**src/rtl/fetch_sequencer.sv**
```systemverilog
// Fetch controller: issues halfword reads, assembles 16/32-bit instructions, drives PC advance/redirect.
// IVALID one cycle after the final MACK; ISSUE holds everything stable until IREADY.
module fetch_sequencer #(
  parameter int         MEM_TIMEOUT = 16,
  parameter logic [1:0] LONG_MATCH  = 2'b11
) (
  input  logic        CLK,
  input  logic        RESET,
  input  logic [31:0] iPC,
  output logic        PCLoad,
  output logic        PCEn,
  output logic        ULen,
  output logic [31:0] PCIn,
  output logic        MREQ,
  output logic [31:0] MADDR,
  input  logic [15:0] MRDATA,
  input  logic        MACK,
  output logic        IVALID,
  output logic [31:0] INSTR,
  output logic        ILONG,
  output logic [31:0] IPC,
  input  logic        IREADY,
  input  logic        REDIR,
  input  logic [31:0] REDIR_ADDR,
  output logic        FAULT
);

  localparam int CW = $clog2(MEM_TIMEOUT + 1);
  localparam logic [CW-1:0] TO_LAST = CW'(MEM_TIMEOUT - 1);

  typedef enum logic [2:0] {S_IDLE, S_F_LO, S_F_HI, S_ISSUE, S_FAULT} state_t;

  state_t          r_state, w_state_nxt;
  logic [15:0]     r_lo, r_hi;
  logic [CW-1:0]   r_cnt, w_cnt_nxt;
  logic            w_lo_cap, w_hi_cap, w_long;

  assign w_long = (r_lo[15:14] == LONG_MATCH);

  always_comb begin
    w_state_nxt = r_state;
    w_lo_cap    = 1'b0;
    w_hi_cap    = 1'b0;
    PCLoad      = 1'b0;
    PCEn        = 1'b0;
    ULen        = 1'b0;
    PCIn        = 32'h0;
    MREQ        = 1'b0;
    MADDR       = 32'h0;
    IVALID      = 1'b0;
    INSTR       = 32'h0;
    ILONG       = 1'b0;
    IPC         = 32'h0;
    FAULT       = 1'b0;
    w_cnt_nxt   = '0;

    case (r_state)
      S_IDLE: w_state_nxt = S_F_LO;
      S_F_LO: begin
        if (iPC[0]) begin
          w_state_nxt = S_FAULT;
        end else begin
          MREQ  = 1'b1;
          MADDR = iPC;
          if (MACK) begin
            w_lo_cap    = 1'b1;
            w_state_nxt = (MRDATA[15:14] == LONG_MATCH) ? S_F_HI : S_ISSUE;
          end else if (r_cnt == TO_LAST) begin
            w_state_nxt = S_FAULT;
          end
        end
      end
      S_F_HI: begin
        MREQ  = 1'b1;
        MADDR = iPC + 32'd2;
        if (MACK) begin
          w_hi_cap    = 1'b1;
          w_state_nxt = S_ISSUE;
        end else if (r_cnt == TO_LAST) begin
          w_state_nxt = S_FAULT;
        end
      end
      S_ISSUE: begin
        IVALID = 1'b1;
        INSTR  = {r_hi, r_lo};
        ILONG  = w_long;
        IPC    = iPC;
        if (IREADY) begin
          PCEn        = 1'b1;
          ULen        = w_long;
          w_state_nxt = S_F_LO;
        end
      end
      S_FAULT: FAULT = 1'b1;
      default: w_state_nxt = S_IDLE;
    endcase

    // Redirect wins over everything: a same-cycle MACK is dropped, not captured.
    if (REDIR) begin
      PCLoad      = 1'b1;
      PCEn        = 1'b1;
      ULen        = 1'b0;
      PCIn        = REDIR_ADDR;
      w_lo_cap    = 1'b0;
      w_hi_cap    = 1'b0;
      w_state_nxt = S_F_LO;
    end

    if (!REDIR && !MACK && MREQ && (w_state_nxt == r_state))
      w_cnt_nxt = r_cnt + CW'(1);
  end

  always_ff @(posedge CLK) begin
    if (RESET) begin
      r_state <= S_IDLE;
      r_lo    <= 16'h0;
      r_hi    <= 16'h0;
      r_cnt   <= '0;
    end else begin
      r_state <= w_state_nxt;
      r_cnt   <= w_cnt_nxt;
      if (REDIR) begin
        r_lo <= 16'h0;
        r_hi <= 16'h0;
      end else begin
        if (w_lo_cap) begin
          r_lo <= MRDATA;
          r_hi <= 16'h0;
        end
        if (w_hi_cap) r_hi <= MRDATA;
      end
    end
  end

endmodule

```
**config.mk**
```make
export PLATFORM = sky130hd
export DESIGN_NAME = fetch_sequencer
export DESIGN_NICKNAME = d
export VERILOG_FILES = /design/src/rtl/fetch_sequencer.sv
export SDC_FILE = /design/constraint.sdc
export NUM_CORES = 1
export LEC_CHECK = 0
export ABC_AREA = 1
export BUFFER_PORTS_ARGS = -buffer_cell sky130_fd_sc_hd__buf_2
export CORE_MARGIN = 4
export CORE_UTILIZATION = 40
export DETAILED_ROUTE_END_ITERATION = 7
export PLACE_DENSITY = 0.75
export SETUP_SLACK_MARGIN = 0.02
export SLEW_MARGIN = 5
export SYNTH_ARGS = -nofsm -noshare
export SYNTH_HDL_FRONTEND = slang
export SYNTH_SLANG_ARGS = --single-unit
```
**constraint.sdc**
```tcl
create_clock -name CLK -period 1.9 [get_ports CLK]
set_input_delay 0.095 -clock CLK [delete_from_list [all_inputs] [get_ports CLK]]
set_output_delay 0.095 -clock CLK [all_outputs]
set_load 0.01 [all_outputs]
```
==> results of run 1 <==
==> cell usage after synthesis (2+ instances only) <==
cell type	number	area (um2)
a211oi_1	6	45.0
a211oi_2	10	125
a21oi_1	21	105
buf_2	11	55.1
buf_4	2	15.0
buf_6	4	45.0
clkbuf_1	9	33.8
dfxtp_1	40	801
ha_1	3	37.5
inv_1	112	420
inv_2	7	26.3
nand2_1	186	698
nand2_2	3	18.8
nand3_1	63	315
nand3_4	3	52.6
nand4_1	7	43.8
nor2_1	145	544
nor2_4	3	33.8
nor3_1	2	10.0
o21ai_0	21	105
==> cell families after synthesis <==
group                      after synthesis
AOI/OAI and AO/OA                       60
xor gates and xnor gates                 2
adders and majority gates                3
buffers and inverters                  146
DFF                                     40
and+or+nand+nor                        417
==> per-layer routing <==
metal | vias to the layer above | share of wire (%)
li1 | 2468 | -
met1 | 2082 | 42
met2 | 197 | 48
met3 | 23 | 8.0
met4 | 0 | 2.5
met5 | - | 0
==> worst register-to-register path: stages, from the launching register on <==
cell and delay [ns]:
dfxtp_1 0.36, ha_1 0.20, and3_1 0.17, ha_1 0.14, inv_1 0.07, a21oi_1 0.15, nand2_1 0.06, nand2_1 0.08
nand3_1 0.09, nand2_2 0.12, nor2_1 0.05
==> cell type report <==
cell class                 count  area share [%]
multi-input combinational    482            45.1
timing repair buffer         232            24.6
sequential                    40            16.3
inverter                     119            9.21
tap                          108            2.75
clock buffer                   6            1.68
clock inverter                 2           0.306
==> worst min path at each step <==
stage,from,end,cells past startpoint
finish,MRDATA[11],r_hi[11]$_SDFFE_PP0P_,3
global route,MRDATA[10],r_hi[10]$_SDFFE_PP0P_,3
CTS,MRDATA[11],r_hi[11]$_SDFFE_PP0P_,3
global placement,RESET,r_state[1]$_SDFF_PP0_,2
floorplan,RESET,r_state[1]$_SDFF_PP0_,1
detailed placement,RESET,r_state[2]$_SDFF_PP0_,2
==> state kept, by name (all words and copies together), names as in the netlist <==
signal   flops
r_cnt        5
r_hi        16
r_lo        16
r_state      3
==> power groups by stage <==
stage	Clock, mW	Combinational (mW)	Sequential (mW)
after floorplan	0	0.273	0.871
after global placement	0	0.523	0.871
after detailed placement	0	0.521	0.872
after CTS	0.600	0.526	0.852
after global routing	0.630	0.595	0.853
final	0.595	0.531	0.852
==> what timing repair did <==
item | in CTS | in global routing
setup endpoints to repair | 5 | 5
gates resized for setup | 1 | 2
hold buffers | 1 | 0
endpoints found under the hold margin | 2 | 0
gates cloned | 0 | 0
setup buffers | 0 | 2
==> through the flow <==
step           utilization, %  cell area (um2)  power [mW]  setup WS [ns]  std cells
2_1_floorplan               -             3610        1.14          0.503        668
3_3_place_gp             54.5             4780        1.39          0.229        978
3_5_place_dp             54.5             4780        1.39          0.192        978
4_1_cts                  55.8             4890        1.98         0.0644        987
5_1_grt                  56.0             4910        2.08         0.0224        989
6_report                 56.0             4910        1.98          0.149        989
==> metrics.md, run 1 <==
| Metric | Value |
|---|---|
| Status | `complete, no violations` |
| DR iter-0 viols | `239` |
| Starting Density | `41.2%` |
| First-pass GRT wire length | `19600 um` |
| Worst R2R End | `r_cnt[2]$_SDFF_PP0_` |
| Cells after synthesis | `668` |
| Dominant synthesized flop cell | `dfxtp_1` |
| Synthesized Nets | `756` |
| Seq/Total Area, Yosys | `22.2%` |
| Psw | `0.639 mW` |
| Rel. slew slack | `70.5%` |
| Synth cell types | `30` |
| Max-slew violations | `0` |
| Clk pwr share | `30.1%` |
| Critical Path AT | `1.66 ns` |
| Register area | `801 um2` |
| CTS clock-pin slew for the worst setup and hold paths | `0.08 ns` |
| CP Class | `reg2out` |
| Drt first pass iters | `5` |
| Cell Chain, Critical Path | `inv_2 > nor2_4 > nand2_2 > buf_4 > nor2_1 > buf_2` |
| Critical path data required time | `1.80 ns` |
| Number of vias per cell | `4.82` |
| CP max stage cell | `dfxtp_1` |
| Critical path startpoint category | `flop` |
| MaxCap Viol Count | `0` |
| FMAX | `571 MHz` |
| Comb pwr share | `26.9%` |
| Root buf cell | `clkbuf_8` |
| Most common cell after layout, fill and taps aside | `buf_2` |
| Crit path launch | `r_state[0]$_SDFF_PP0_` |
| Flop pwr share | `43.1%` |
| Sw Ratio | `32.3%` |
| Final antenna diode count | `0` |
| Die Height | `103 um` |
| Crit path max-delay family | `buffers and inverters` |
| Die X | `103 um` |
| LEAKAGE | `2.76 nW` |
| Cells on worst reg2reg path | `10` |
| RR Startpoint | `r_cnt[0]$_SDFF_PP0_` |
| Row cnt | `34` |
| I/O Buffers | `219` |
| Final hold violation count | `0` |
| Setup Viol. Count Final | `0` |
| Vias | `4770` |
| Filler cells | `965` |
| Multi-input gate area | `2210 um2` |
| Multiplexer share of the synthesized area | `0%` |
| Crit path depth | `6` |
| Crit share post-route | `92.1%` |
| Routed Antenna Nets | `0` |
| CP peak stage delay | `0.44 ns` |
| Synth warn | `0` |
| CTS Buf Count | `5` |
| Worst R2R Setup Slack | `0.31 ns` |
| Clock buffer depth | `2` |
| WHS | `0.0576 ns` |
| Largest net degree at the start of global routing | `49` |
| Die area | `10600 um2` |
| Largest family of logic cells by synthesized area | `simple AND/OR/NAND/NOR gates` |
| Int Power | `1.34 mW` |
| # nets final | `968` |
| Most frequent cells in the layout | `219 x buf_2, 185 x nand2_1, 144 x nor2_1` |
| Number of synthesized flops with an enable pin | `0` |
| Max FO, Critical Path | `42` |
| Setup TNS | `0 ns` |
| Synth Area in XOR/XNOR | `0.486%` |
| Critical Path End Type | `output pin` |
| DRC violations left | `0` |
| Core Box Area | `8760 um2` |
| TritonCTS clock tree | `done` |
| GRT busiest layer | `met2` |
| Layout area overhead | `36.0%` |
| Post-synthesis async set-or-reset flop share | `0%` |
| Remaining global-route overflow | `0` |
| Met2 Use GR | `39.6%` |
| Met3 GRT Util | `2.77%` |
| CP Capture Point | `IPC[14]` |
| Clock latency on the worst-skew pair | `0.29 ns` |
| Vias in the first global route | `4288` |
| Post-Synth Simple-Gate Area | `48.7%` |
| Seq cells post-synth | `40` |
| Dpl hpwl | `9930 um` |
| Clock Skew | `0.00480 ns` |
| CP bufs+invs | `3` |
| Fin crit period | `1.75 ns` |
| M1 GR Usage | `29.0%` |
| Drt total wl | `12600 um` |
| Synthesized area | `3610 um2` |
| Pwr/cell area | `403 nW/um2` |
| Total GRT Usage | `22.6%` |
| Min-Delay Path Class | `in2reg` |
| Layout cell share with drive strength beyond 1 | `30.5%` |
| Syn Area/Cell | `5.40 um2` |
| Unrepaired setup endpoints after global routing | `false` |
| Total number of H-tree levels | `2` |
| Complex-gate fraction of the synthesized area | `10.9%` |
| Clk sinks | `40` |
| IO Count | `220` |
| Wire per inst | `12.7 um` |
| Max VDD drop | `0.448 mV` |
| Initial antenna violation count | `0` |
| Final RePlAce weighted congestion | `0.924` |
| Worst-Margin Slew | `0.443 ns` |
| Synth Area in Adders | `1.04%` |
Power figures use the tool's default switching activity.
==> run 2: changes to the inputs <==
--- a/config.mk
+++ b/config.mk
@@ -5,12 +5,11 @@
 export SDC_FILE = /design/constraint.sdc
 export NUM_CORES = 1
 export LEC_CHECK = 0
-export ABC_AREA = 1
 export BUFFER_PORTS_ARGS = -buffer_cell sky130_fd_sc_hd__buf_2
 export CORE_MARGIN = 4
 export CORE_UTILIZATION = 40
 export DETAILED_ROUTE_END_ITERATION = 7
-export PLACE_DENSITY = 0.75
+export PLACE_DENSITY = 0.78
 export SETUP_SLACK_MARGIN = 0.02
 export SLEW_MARGIN = 5
 export SYNTH_ARGS = -nofsm -noshare
==> run 2 against run 1 <==
The flow now finishes with violations (negative setup slack); sequential cell count is the same; largest cell class unchanged; design area increased by 16%; worst setup slack worse by 0.30 ns; largest power group unchanged; global-route usage is 4.2 points higher; critical path depth rose by 3; maximum frequency fell by 15%.
==> metrics.md, run 2 <==
| Metric | Value |
|---|---|
| Syn Area/Cell | `6.96 um2 (+29%)` |
| Cell area after layout | `5700 um2 (+16%)` |
| CTS Buf Count | `5 (unchanged)` |
| Root buf cell | `clkbuf_8` |
| Critical Path End Type | `output pin` |
| FMAX | `487 MHz (-15%)` |
| Clock Skew | `0.00503 ns (+0.000231 ns)` |
| Post-placement cell count | `764 (-22%)` |
| Vias | `4538 (-4.9%)` |
| Unrepaired setup endpoints after global routing | `true` |
| DRC violations left | `0 (unchanged)` |
| Synthesized Nets | `536 (-29%)` |
| Routed Antenna Nets | `0 (unchanged)` |
| Most common cell in the netlist | `and2_1` |
| Synth warn | `0 (unchanged)` |
| Wire per inst | `18.7 um (+48%)` |
| Clock latency on the worst-skew pair | `0.30 ns (about the same)` |
| Drt first pass iters | `5 (unchanged)` |
| Seq cells post-synth | `40 (unchanged)` |
| Cell taking the most area after synthesis | `dfxtp_1` |
| Post-synthesis async set-or-reset flop share | `0% (unchanged)` |
| Drt total wl | `15100 um (+20%)` |
| Status | `finished with violations` |
| Most common cell after layout, fill and taps aside | `buf_2` |
| Remaining global-route overflow | `0 (unchanged)` |
| Max-slew violations | `0 (unchanged)` |
| Critical Path AT | `1.96 ns (+0.30 ns)` |
| Cells after synthesis | `448 (-33%)` |
| Layout area overhead | `82.8%` |
| Filler cells | `510 (-47%)` |
| Crit share post-route | `108% (+16 points)` |
| Seq/Total Area, Yosys | `25.7% (+3.5 points)` |
| WHS | `0.0392 ns (-0.0184 ns)` |
| Vias in the first global route | `3974 (-7.3%)` |
| Max FO, Critical Path | `7 (-83%)` |
| Largest net degree at the start of global routing | `37 (-24%)` |
| Critical path startpoint category | `flop` |
| Dominant synthesized flop cell | `dfxtp_1` |
| Worst-Margin Slew | `0.590 ns (+0.147 ns)` |
| DR iter-0 viols | `250 (+4.6%)` |
| CP Class | `reg2out` |
| First-pass GRT wire length | `19600 um (about the same)` |
| Final RePlAce weighted congestion | `0.945 (+2.3%)` |
| Min-Delay Path Class | `in2reg` |
| Total number of H-tree levels | `2 (unchanged)` |
| Number of vias per cell | `5.62 (+17%)` |
| Die X | `96.3 um (-6.5%)` |
| Hold Path Origin | `MRDATA[11]` |
| Setup Viol. Count Final | `45 (+45)` |
| Max VDD drop | `0.539 mV (+20%)` |
| Clk sinks | `40 (unchanged)` |
| Starting Density | `42.1% (+0.94 points)` |
| Largest regs | `r_hi x16, r_lo x16, r_cnt x5` |
| Die Height | `96.3 um (-6.5%)` |
| Synth top area share | `25.7% (+3.5 points)` |
| Most frequent cells in the layout | `212 x buf_2, 97 x and2_1, 43 x nand2_1` |
| I/O Buffers | `219 (unchanged)` |
| Dpl hpwl | `9260 um (-6.7%)` |
| Rel. slew slack | `60.6% (-9.9 points)` |
| IO Count | `220 (unchanged)` |
| Clock buffer depth | `2 (unchanged)` |
| DP Area | `4490 um2 (-6.1%)` |
| Setup TNS | `-2.29 ns (-2.29 ns)` |
| Final worst slack | `-0.154 ns (-0.303 ns)` |
| TritonCTS clock tree | `done` |
| Number of synthesized flops with an enable pin | `0 (unchanged)` |
| Critical path data required time | `1.80 ns (about the same)` |
| Synth cell types | `51 (+70%)` |
| Overall power | `2.32 mW (+17%)` |
| Pwr/cell area | `406 nW/um2 (+0.76%)` |
| Core Box Area | `7410 um2 (-15%)` |
| MaxCap Viol Count | `0 (unchanged)` |
| Total GRT Usage | `26.8% (+4.2 points)` |
| Area contributors post-synth | `dfxtp_1 26%, and2_1 19%, nand2_1 8.1%, a22oi_1 4.3%, o21ai_0 4.0%` |
| Synthesized area | `3120 um2 (-14%)` |
| Die area | `9270 um2 (-13%)` |
| CTS clock-pin slew for the worst setup and hold paths | `0.08 ns (about the same)` |
| Violated checks | `negative setup slack` |
| Fin crit period | `2.05 ns (+0.303 ns)` |
| Crit path launch | `r_state[0]$_SDFF_PP0_` |
| # nets final | `794 (-18%)` |
| Layout cell share with drive strength beyond 1 | `55.7% (+25 points)` |
| Row cnt | `31 (-8.8%)` |
| Non-filler cells, final | `807 (-18%)` |
| Final hold violation count | `0 (unchanged)` |
| Most frequent cells after synthesis | `97 x and2_1, 67 x nand2_1, 40 x dfxtp_1` |
| Initial antenna violation count | `1 (+1)` |
| RR Startpoint | `r_state[0]$_SDFF_PP0_` |
| LEAKAGE | `2.78 nW (+0.62%)` |
run 2: kinds of logic after synthesis:
family,Yosys count,synth area share [%]
simple gates,264,46.6
compound gates,100,20.2
flops,40,25.7
buf+inv,37,5.13
xor+xnor,3,0.843
fa+ha+maj,3,1.20
mux,1,0.321
run 2: per-stage QoR:
stage	setup slack [ns]	util (%)
after floorplan	-0.0459	-
after global placement	-0.0566	60.5
after detailed placement	-0.0365	60.5
after CTS	-0.0838	67.1
after global routing	-0.170	77.0
final	-0.154	77.0
run 2: cell type report:
cell class | count | area, um2 | area share [%]
diodes | 1 | 2.50 | 0.0439
clock buffers | 6 | 82.6 | 1.45
flip-flops and latches | 40 | 810 | 14.2
repair buffers | 282 | 1840 | 32.3
inverters | 3 | 11.3 | 0.197
well taps | 99 | 124 | 2.17
clock inverters | 2 | 38.8 | 0.680
multi-input cells | 374 | 2800 | 49.0
run 2: power by group:
group          switching (mW)  internal (mW)
sequential            0.00795          0.843
clock                   0.328          0.430
combinational           0.388          0.320
run 2: worst max-delay path: stages (launching register included):
cell,delay [ns]
dfxtp_4,0.38
buf_6,0.12
buf_4,0.16
nor3b_4,0.24
buf_4,0.17
buf_12,0.13
o21a_1,0.12
o21ai_1,0.07
o41ai_2,0.07
buf_2,0.20
run 2: routing by layer:
metal / vias to the layer above / part of all wire (%) / global-route usage, %
li1: 2084 / - / -
met1: 2130 / 37 / 31.4
met2: 255 / 50 / 48.9
met3: 69 / 8.8 / 4.46
met4: 0 / 3.9 / 9.23
met5: - / 0 / 0
run 2: path summary, 6_finish.rpt:
path,end,slack [ns],depth (start not counted)
min,r_lo[11]$_SDFFE_PP0P_,0.04,3
max,MADDR[22],-0.15,9
max reg2reg,r_lo[0]$_SDFFE_PP0P_,-0.04,8
min reg2reg,r_lo[2]$_SDFFE_PP0P_,0.46,2
run 2: what timing repair did:
| item | CTS | global route |
|---|---|---|
| hold buffers | 1 | 0 |
| pin swaps | 21 | 56 |
| resized for setup | 53 | 134 |
| buffers inserted | 12 | 10 |
| gates cloned | 4 | 7 |
| setup endpoints to repair | 61 | 84 |
| endpoints found under the hold margin | 1 | 0 |
